[src/rtl/fir_xifu_ex.sv]
// fir_xifu_ex -- execute stage of the FIR XIFU coprocessor.
//
// Takes one instruction at a time from the ID/EX register and runs it:
//   XFIRDOTP  packed 2x16 dot product accumulated onto rd, written back next cycle
//   XFIRLW    word load through the XIF memory interface, written back to rd
//   XFIRSW    word store of rs2 through the XIF memory interface
//   INVALID   taken and dropped silently
// Misaligned loads/stores and memory errors drop the instruction and pulse err_o.
//
// Ports
//   clk_i, rst_i                  clock, synchronous active-high reset
//   id_*                          ID/EX register contents plus valid/ready handshake
//   rf_raddr_*_o / rf_rdata_*_i   three combinational regfile read ports (rs1, rs2, rd)
//   mem_*                         XIF memory request (valid/ready) and result channel
//   wb_*                          registered regfile write port (single-cycle valid)
//   err_o                         single-cycle pulse when an instruction is dropped
module fir_xifu_ex #(
    parameter int X_ID_WIDTH = 4
) (
    input  logic                  clk_i,
    input  logic                  rst_i,

    input  logic                  id_valid_i,
    output logic                  id_ready_o,
    input  logic [1:0]            id_instr_i,
    input  logic [31:0]           id_base_i,
    input  logic [11:0]           id_offset_i,
    input  logic [4:0]            id_rs1_i,
    input  logic [4:0]            id_rs2_i,
    input  logic [4:0]            id_rd_i,
    input  logic [X_ID_WIDTH-1:0] id_xid_i,

    output logic [4:0]            rf_raddr_a_o,
    output logic [4:0]            rf_raddr_b_o,
    output logic [4:0]            rf_raddr_c_o,
    input  logic [31:0]           rf_rdata_a_i,
    input  logic [31:0]           rf_rdata_b_i,
    input  logic [31:0]           rf_rdata_c_i,

    output logic                  mem_valid_o,
    input  logic                  mem_ready_i,
    output logic [31:0]           mem_addr_o,
    output logic                  mem_we_o,
    output logic [3:0]            mem_be_o,
    output logic [31:0]           mem_wdata_o,
    output logic [X_ID_WIDTH-1:0] mem_xid_o,

    input  logic                  mem_result_valid_i,
    input  logic [31:0]           mem_result_rdata_i,
    input  logic                  mem_result_err_i,

    output logic                  wb_valid_o,
    output logic [4:0]            wb_rd_o,
    output logic [31:0]           wb_data_o,
    output logic [X_ID_WIDTH-1:0] wb_xid_o,

    output logic                  err_o
);

    localparam logic [1:0] INSTR_INVALID = 2'd0;
    localparam logic [1:0] INSTR_LW      = 2'd1;
    localparam logic [1:0] INSTR_SW      = 2'd2;
    localparam logic [1:0] INSTR_DOTP    = 2'd3;

    typedef enum logic [1:0] {
        IDLE     = 2'd0,
        MEM_REQ  = 2'd1,
        MEM_WAIT = 2'd2
    } state_e;

    state_e                  state_q,     state_d;
    logic                    mem_valid_q, mem_valid_d;
    logic [31:0]             mem_addr_q,  mem_addr_d;
    logic                    mem_we_q,    mem_we_d;
    logic [3:0]              mem_be_q,    mem_be_d;
    logic [31:0]             mem_wdata_q, mem_wdata_d;
    logic [X_ID_WIDTH-1:0]   xid_q,       xid_d;
    logic [4:0]              rd_q,        rd_d;
    logic                    wb_valid_q,  wb_valid_d;
    logic [4:0]              wb_rd_q,     wb_rd_d;
    logic [31:0]             wb_data_q,   wb_data_d;
    logic [X_ID_WIDTH-1:0]   wb_xid_q,    wb_xid_d;
    logic                    err_q,       err_d;

    logic        accept;
    logic [31:0] op_a, op_b, op_c;
    logic [31:0] addr;
    logic [31:0] prod_lo, prod_hi, dotp;

    assign rf_raddr_a_o = id_rs1_i;
    assign rf_raddr_b_o = id_rs2_i;
    assign rf_raddr_c_o = id_rd_i;

    assign id_ready_o = (state_q == IDLE);
    assign accept     = id_valid_i && id_ready_o;

    // The regfile write in flight this cycle is not visible on the read
    // ports yet, so a matching read takes the writeback value instead.
    assign op_a = (wb_valid_q && wb_rd_q == id_rs1_i) ? wb_data_q : rf_rdata_a_i;
    assign op_b = (wb_valid_q && wb_rd_q == id_rs2_i) ? wb_data_q : rf_rdata_b_i;
    assign op_c = (wb_valid_q && wb_rd_q == id_rd_i)  ? wb_data_q : rf_rdata_c_i;

    assign addr = id_base_i + {{20{id_offset_i[11]}}, id_offset_i};

    // Low 32 bits of the product of sign-extended halves equal the signed
    // product modulo 2^32, so unsigned multipliers are enough here.
    assign prod_lo = {{16{op_a[15]}}, op_a[15:0]}  * {{16{op_b[15]}}, op_b[15:0]};
    assign prod_hi = {{16{op_a[31]}}, op_a[31:16]} * {{16{op_b[31]}}, op_b[31:16]};
    assign dotp    = op_c + prod_lo + prod_hi;

    always_comb begin
        state_d     = state_q;
        mem_valid_d = mem_valid_q;
        mem_addr_d  = mem_addr_q;
        mem_we_d    = mem_we_q;
        mem_be_d    = mem_be_q;
        mem_wdata_d = mem_wdata_q;
        xid_d       = xid_q;
        rd_d        = rd_q;
        wb_valid_d  = 1'b0;
        wb_rd_d     = wb_rd_q;
        wb_data_d   = wb_data_q;
        wb_xid_d    = wb_xid_q;
        err_d       = 1'b0;

        unique case (state_q)
            IDLE: begin
                if (accept) begin
                    unique case (id_instr_i)
                        INSTR_DOTP: begin
                            wb_valid_d = 1'b1;
                            wb_rd_d    = id_rd_i;
                            wb_data_d  = dotp;
                            wb_xid_d   = id_xid_i;
                        end
                        INSTR_LW, INSTR_SW: begin
                            if (addr[1:0] != 2'b00) begin
                                err_d = 1'b1;
                            end else begin
                                state_d     = MEM_REQ;
                                mem_valid_d = 1'b1;
                                mem_addr_d  = addr;
                                mem_we_d    = (id_instr_i == INSTR_SW);
                                mem_be_d    = 4'hF;
                                mem_wdata_d = op_b;
                                xid_d       = id_xid_i;
                                rd_d        = id_rd_i;
                            end
                        end
                        default: ;  // INVALID: consumed with no effect
                    endcase
                end
            end
            MEM_REQ: begin
                // Payload registers are untouched here, so they stay stable
                // for the whole stall.
                if (mem_ready_i) begin
                    state_d     = MEM_WAIT;
                    mem_valid_d = 1'b0;
                end
            end
            MEM_WAIT: begin
                if (mem_result_valid_i) begin
                    state_d = IDLE;
                    if (mem_result_err_i) begin
                        err_d = 1'b1;
                    end else if (!mem_we_q) begin
                        wb_valid_d = 1'b1;
                        wb_rd_d    = rd_q;
                        wb_data_d  = mem_result_rdata_i;
                        wb_xid_d   = xid_q;
                    end
                end
            end
            default: state_d = IDLE;
        endcase
    end

    always_ff @(posedge clk_i) begin
        if (rst_i) begin
            state_q     <= IDLE;
            mem_valid_q <= 1'b0;
            mem_addr_q  <= '0;
            mem_we_q    <= 1'b0;
            mem_be_q    <= '0;
            mem_wdata_q <= '0;
            xid_q       <= '0;
            rd_q        <= '0;
            wb_valid_q  <= 1'b0;
            wb_rd_q     <= '0;
            wb_data_q   <= '0;
            wb_xid_q    <= '0;
            err_q       <= 1'b0;
        end else begin
            state_q     <= state_d;
            mem_valid_q <= mem_valid_d;
            mem_addr_q  <= mem_addr_d;
            mem_we_q    <= mem_we_d;
            mem_be_q    <= mem_be_d;
            mem_wdata_q <= mem_wdata_d;
            xid_q       <= xid_d;
            rd_q        <= rd_d;
            wb_valid_q  <= wb_valid_d;
            wb_rd_q     <= wb_rd_d;
            wb_data_q   <= wb_data_d;
            wb_xid_q    <= wb_xid_d;
            err_q       <= err_d;
        end
    end

    assign mem_valid_o = mem_valid_q;
    assign mem_addr_o  = mem_addr_q;
    assign mem_we_o    = mem_we_q;
    assign mem_be_o    = mem_be_q;
    assign mem_wdata_o = mem_wdata_q;
    assign mem_xid_o   = xid_q;
    assign wb_valid_o  = wb_valid_q;
    assign wb_rd_o     = wb_rd_q;
    assign wb_data_o   = wb_data_q;
    assign wb_xid_o    = wb_xid_q;
    assign err_o       = err_q;

endmodule

[config.mk]
export PLATFORM = sky130hd
export DESIGN_NAME = fir_xifu_ex
export DESIGN_NICKNAME = d
export VERILOG_FILES = /design/src/rtl/fir_xifu_ex.sv
export SDC_FILE = /design/constraint.sdc
export NUM_CORES = 2
export LEC_CHECK = 0
export BUFFER_PORTS_ARGS = -buffer_cell sky130_fd_sc_hd__buf_2
export CORE_MARGIN = 2
export CORE_UTILIZATION = 50
export DETAILED_ROUTE_END_ITERATION = 7
export GPL_TIMING_DRIVEN = 0
export PLACE_DENSITY = 0.71
export SLEW_MARGIN = 10
export SYNTH_ARGS = -nofsm -noshare
export SYNTH_HDL_FRONTEND = slang
export SYNTH_SLANG_ARGS = --single-unit
[constraint.sdc]
create_clock -name clk_i -period 10 [get_ports clk_i]
set_input_delay 1 -clock clk_i [delete_from_list [all_inputs] [get_ports clk_i]]
set_output_delay 1 -clock clk_i [all_outputs]
set_load 0.03 [all_outputs]
==> qor.txt <==
status = completed
RR Endpoint = wb_data_o[24]
Yosys warning total = 0
number of port buffers = 331
die span in x = 240 um
number of buffers created by CTS = 17
DPL Wire Length = 84,100 um
Final Critical Period = 9.74 ns
Synth Instances = 3,083
clk_skew = 0.0154 ns
total wire length = 98,100 um
first-pass GRT wire length = 147,000 um
total grt overflow = 0
TritonRoute pass-1 iters = 6
Worst EP arrival = 10.17 ns
routed vias/inst = 5.59
fraction of layout cells with a size suffix above 1 = 0.160
# DRC = 0
sequential-to-total area share from yosys stat = 0.0871
Iteration-0 DRC Markers = 2,383
GP Congestion = 0.995
Syn Nets = 4,074
hold depth = 2
H-tree depth = 4
Final setup viols = 0
num rows = 86
asr flop ratio synth = 0
largest net degree at the start of global routing = 22
EDFF count, synth = 0
Startpoint Class = input pin
overall routing resource usage = 0.355
Crit path buffers/inverters = 10
Setup TNS = 0 ns
min-delay src = mem_addr_o[19]
vias in the first global route = 23,700
worst reg2reg startpoint = wb_rd_o[0]
CP peak stage delay = 0.53 ns
period utilization = 0.974
synth unique cells = 64
Worst-path clk slew = 0.06 ns
syn_area_per_cell = 9.02 sq um
Netlist Area Pre-Place = 0.0278 sq mm
CP startpoint = id_rs2_i[4]
Initial Util = 0.506
top cell type's share of synthesized area = 0.449
Setup crit end kind = flop
via count = 23,500
Worst Hold Class = flop to flop
reg2reg path depth = 32
CP delay by family, top = adder cells
clk root buf = clkbuf_16
commonest non-fill, non-tap cell in the layout = inv_1
Setup CP Type = input pin to flop
commonest cells after routing, fill and taps aside = inv_1, fa_1, nand2_1, buf_2, nor2_1
synth-to-layout area growth = 13.8%
Clock Sink Count = 121
Clock Latency Late Sink = 0.49 ns
die area = 0.0575 sq mm
most frequent CP cell = fa_1
FF-to-FF setup slack = 0.44 ns
CP Max Fanout = 10
CP max stage cell = fa_1
Slew headroom = 0.219
FF+latch count, synth = 121
Die Span Y = 240 um
core box area = 0.0550 sq mm
Worst-Margin Slew = 1.17 ns
CTS max path bufs = 2
leading area contributor after synthesis = fa_1
NumNets Final = 4,432
Peak Freq = 103 MHz
Final Hold Vio Count = 0
IO Count = 332
WP data required = 10.43 ns
ANT nets after route = 0
Area contributors post-synth = fa_1, inv_1, dfxtp_1
post-route insts no fill = 4,205
RSZ-0062 raised after global routing = true
initial antenna violation count = 8
Avg WL per Cell = 23.3 um
ys flop type = dfxtp_1
TritonCTS clock tree = done
Placed Cells = 4,165
cts hold-fix bufs = 0
Hold EP = mem_addr_o[19]
Final Slew Violations = 0
Max-Cap Viols = 0
cell usage after synthesis, types with 5 or more instances:
master    instances
a211o_1           5
a211oi_1         37
a21o_1           18
a21oi_1         103
a311oi_1         22
a31oi_1          15
and2_1           10
and3_1           11
buf_1            12
buf_2             8
buf_4            18
clkbuf_1         83
dfxtp_1         121
fa_1            624
ha_1            168
inv_1           661
mux2_2           57
mux2i_1          89
nand2_1         400
nand2b_1         14
nand3_1          19
nand4_1           7
nor2_1          333
nor2b_1          12
nor3_1           13
nor3b_1           5
nor4_1            5
o211ai_1          7
o21a_1           10
o21ai_0          51
or2_2             5
xnor2_1          63
xor2_1           29
metrics by stage:
step / util / hold WS, ns / area (sq um) / setup WS, ns
after CTS: 0.570 / 0.450 / 31300 / 0.00906
after detailed placement: 0.554 / 0.443 / 30500 / -1.47
after global placement: 0.553 / 0.436 / 30400 / -1.50
after floorplan: - / 0.437 / 27800 / 0.592
final: 0.575 / 0.449 / 31600 / 0.257
after global routing: 0.575 / 0.467 / 31600 / -0.0517
kinds of logic (layout without fill, tap and decap cells):
logic type,count (synthesis),in the layout,synth area share
AO/OA/AOI/OAI,302,302,0.0707
XOR/XNOR,92,92,0.0290
adder cells (fa/ha/maj),792,792,0.525
buffers and inverters,782,1152,0.108
flip-flops,121,121,0.0871
multiplexers,146,146,0.0551
other,0,4,0
AND/OR/NAND/NOR,848,848,0.125
timing repair:
action                                  CTS  global route
endpoints found under the hold margin     0             0
endpoints found under the setup margin   16            13
resized for setup                        72            62
pin swaps                                 0             0
buffers inserted                          0            13
state kept, by name, summed over array words and instances (netlist names):
name / cells
mem_addr_o: 32
mem_wdata_o: 32
wb_data_o: 32
rd_q: 5
wb_rd_o: 5
mem_xid_o: 4
wb_xid_o: 4
state_q: 2
err_o: 1
mem_be_o: 1
mem_valid_o: 1
mem_we_o: 1
wb_valid_o: 1
worst max-delay path by stage:
stage                         end  slack (ns)  cells after the start
CTS                 wb_data_o[28]       0.009                     32
detailed placement  wb_data_o[28]       -1.47                     33
floorplan           wb_data_o[24]        0.59                     32
global placement    wb_data_o[28]       -1.50                     33
finish              wb_data_o[24]        0.26                     33
global route        wb_data_o[24]       -0.05                     33
final cells by class:
class / count / area (sq um)
Fill cell: 4987 / 23400
Multi-Input combinational cell: 2180 / 22800
Inverter: 661 / 2480
Sequential cell: 121 / 2420
Timing Repair Buffer: 347 / 1800
Tap cell: 748 / 936
Buffer: 113 / 576
Clock buffer: 19 / 443
Clock inverter: 12 / 163
Antenna cell: 4 / 10.0
routing by layer:
| metal | vias up | global-route usage | share of wire |
|---|---|---|---|
| met4 | 0 | 0.203 | 0.069 |
| li1 | 10100 | - | - |
| met1 | 11700 | 0.457 | 0.37 |
| met5 | - | 0 | 0 |
| met2 | 1343 | 0.546 | 0.45 |
| met3 | 305 | 0.0901 | 0.11 |
worst register-to-register path: cells and delay by family, from the launching register on:
kind                       cells  cell delay (ns)
adders and majority gates      9             4.30
and+or+nand+nor                8             1.72
buffers and inverters          9             1.32
DFF                            1             0.48
AOI/OAI and AO/OA              4             1.05
xor gates and xnor gates       1             0.11
muxes                          1             0.52
Power is left out: the tool's default activity adds up to more than one toggle a clock period on the data nets, which glitch-free logic cannot reach.
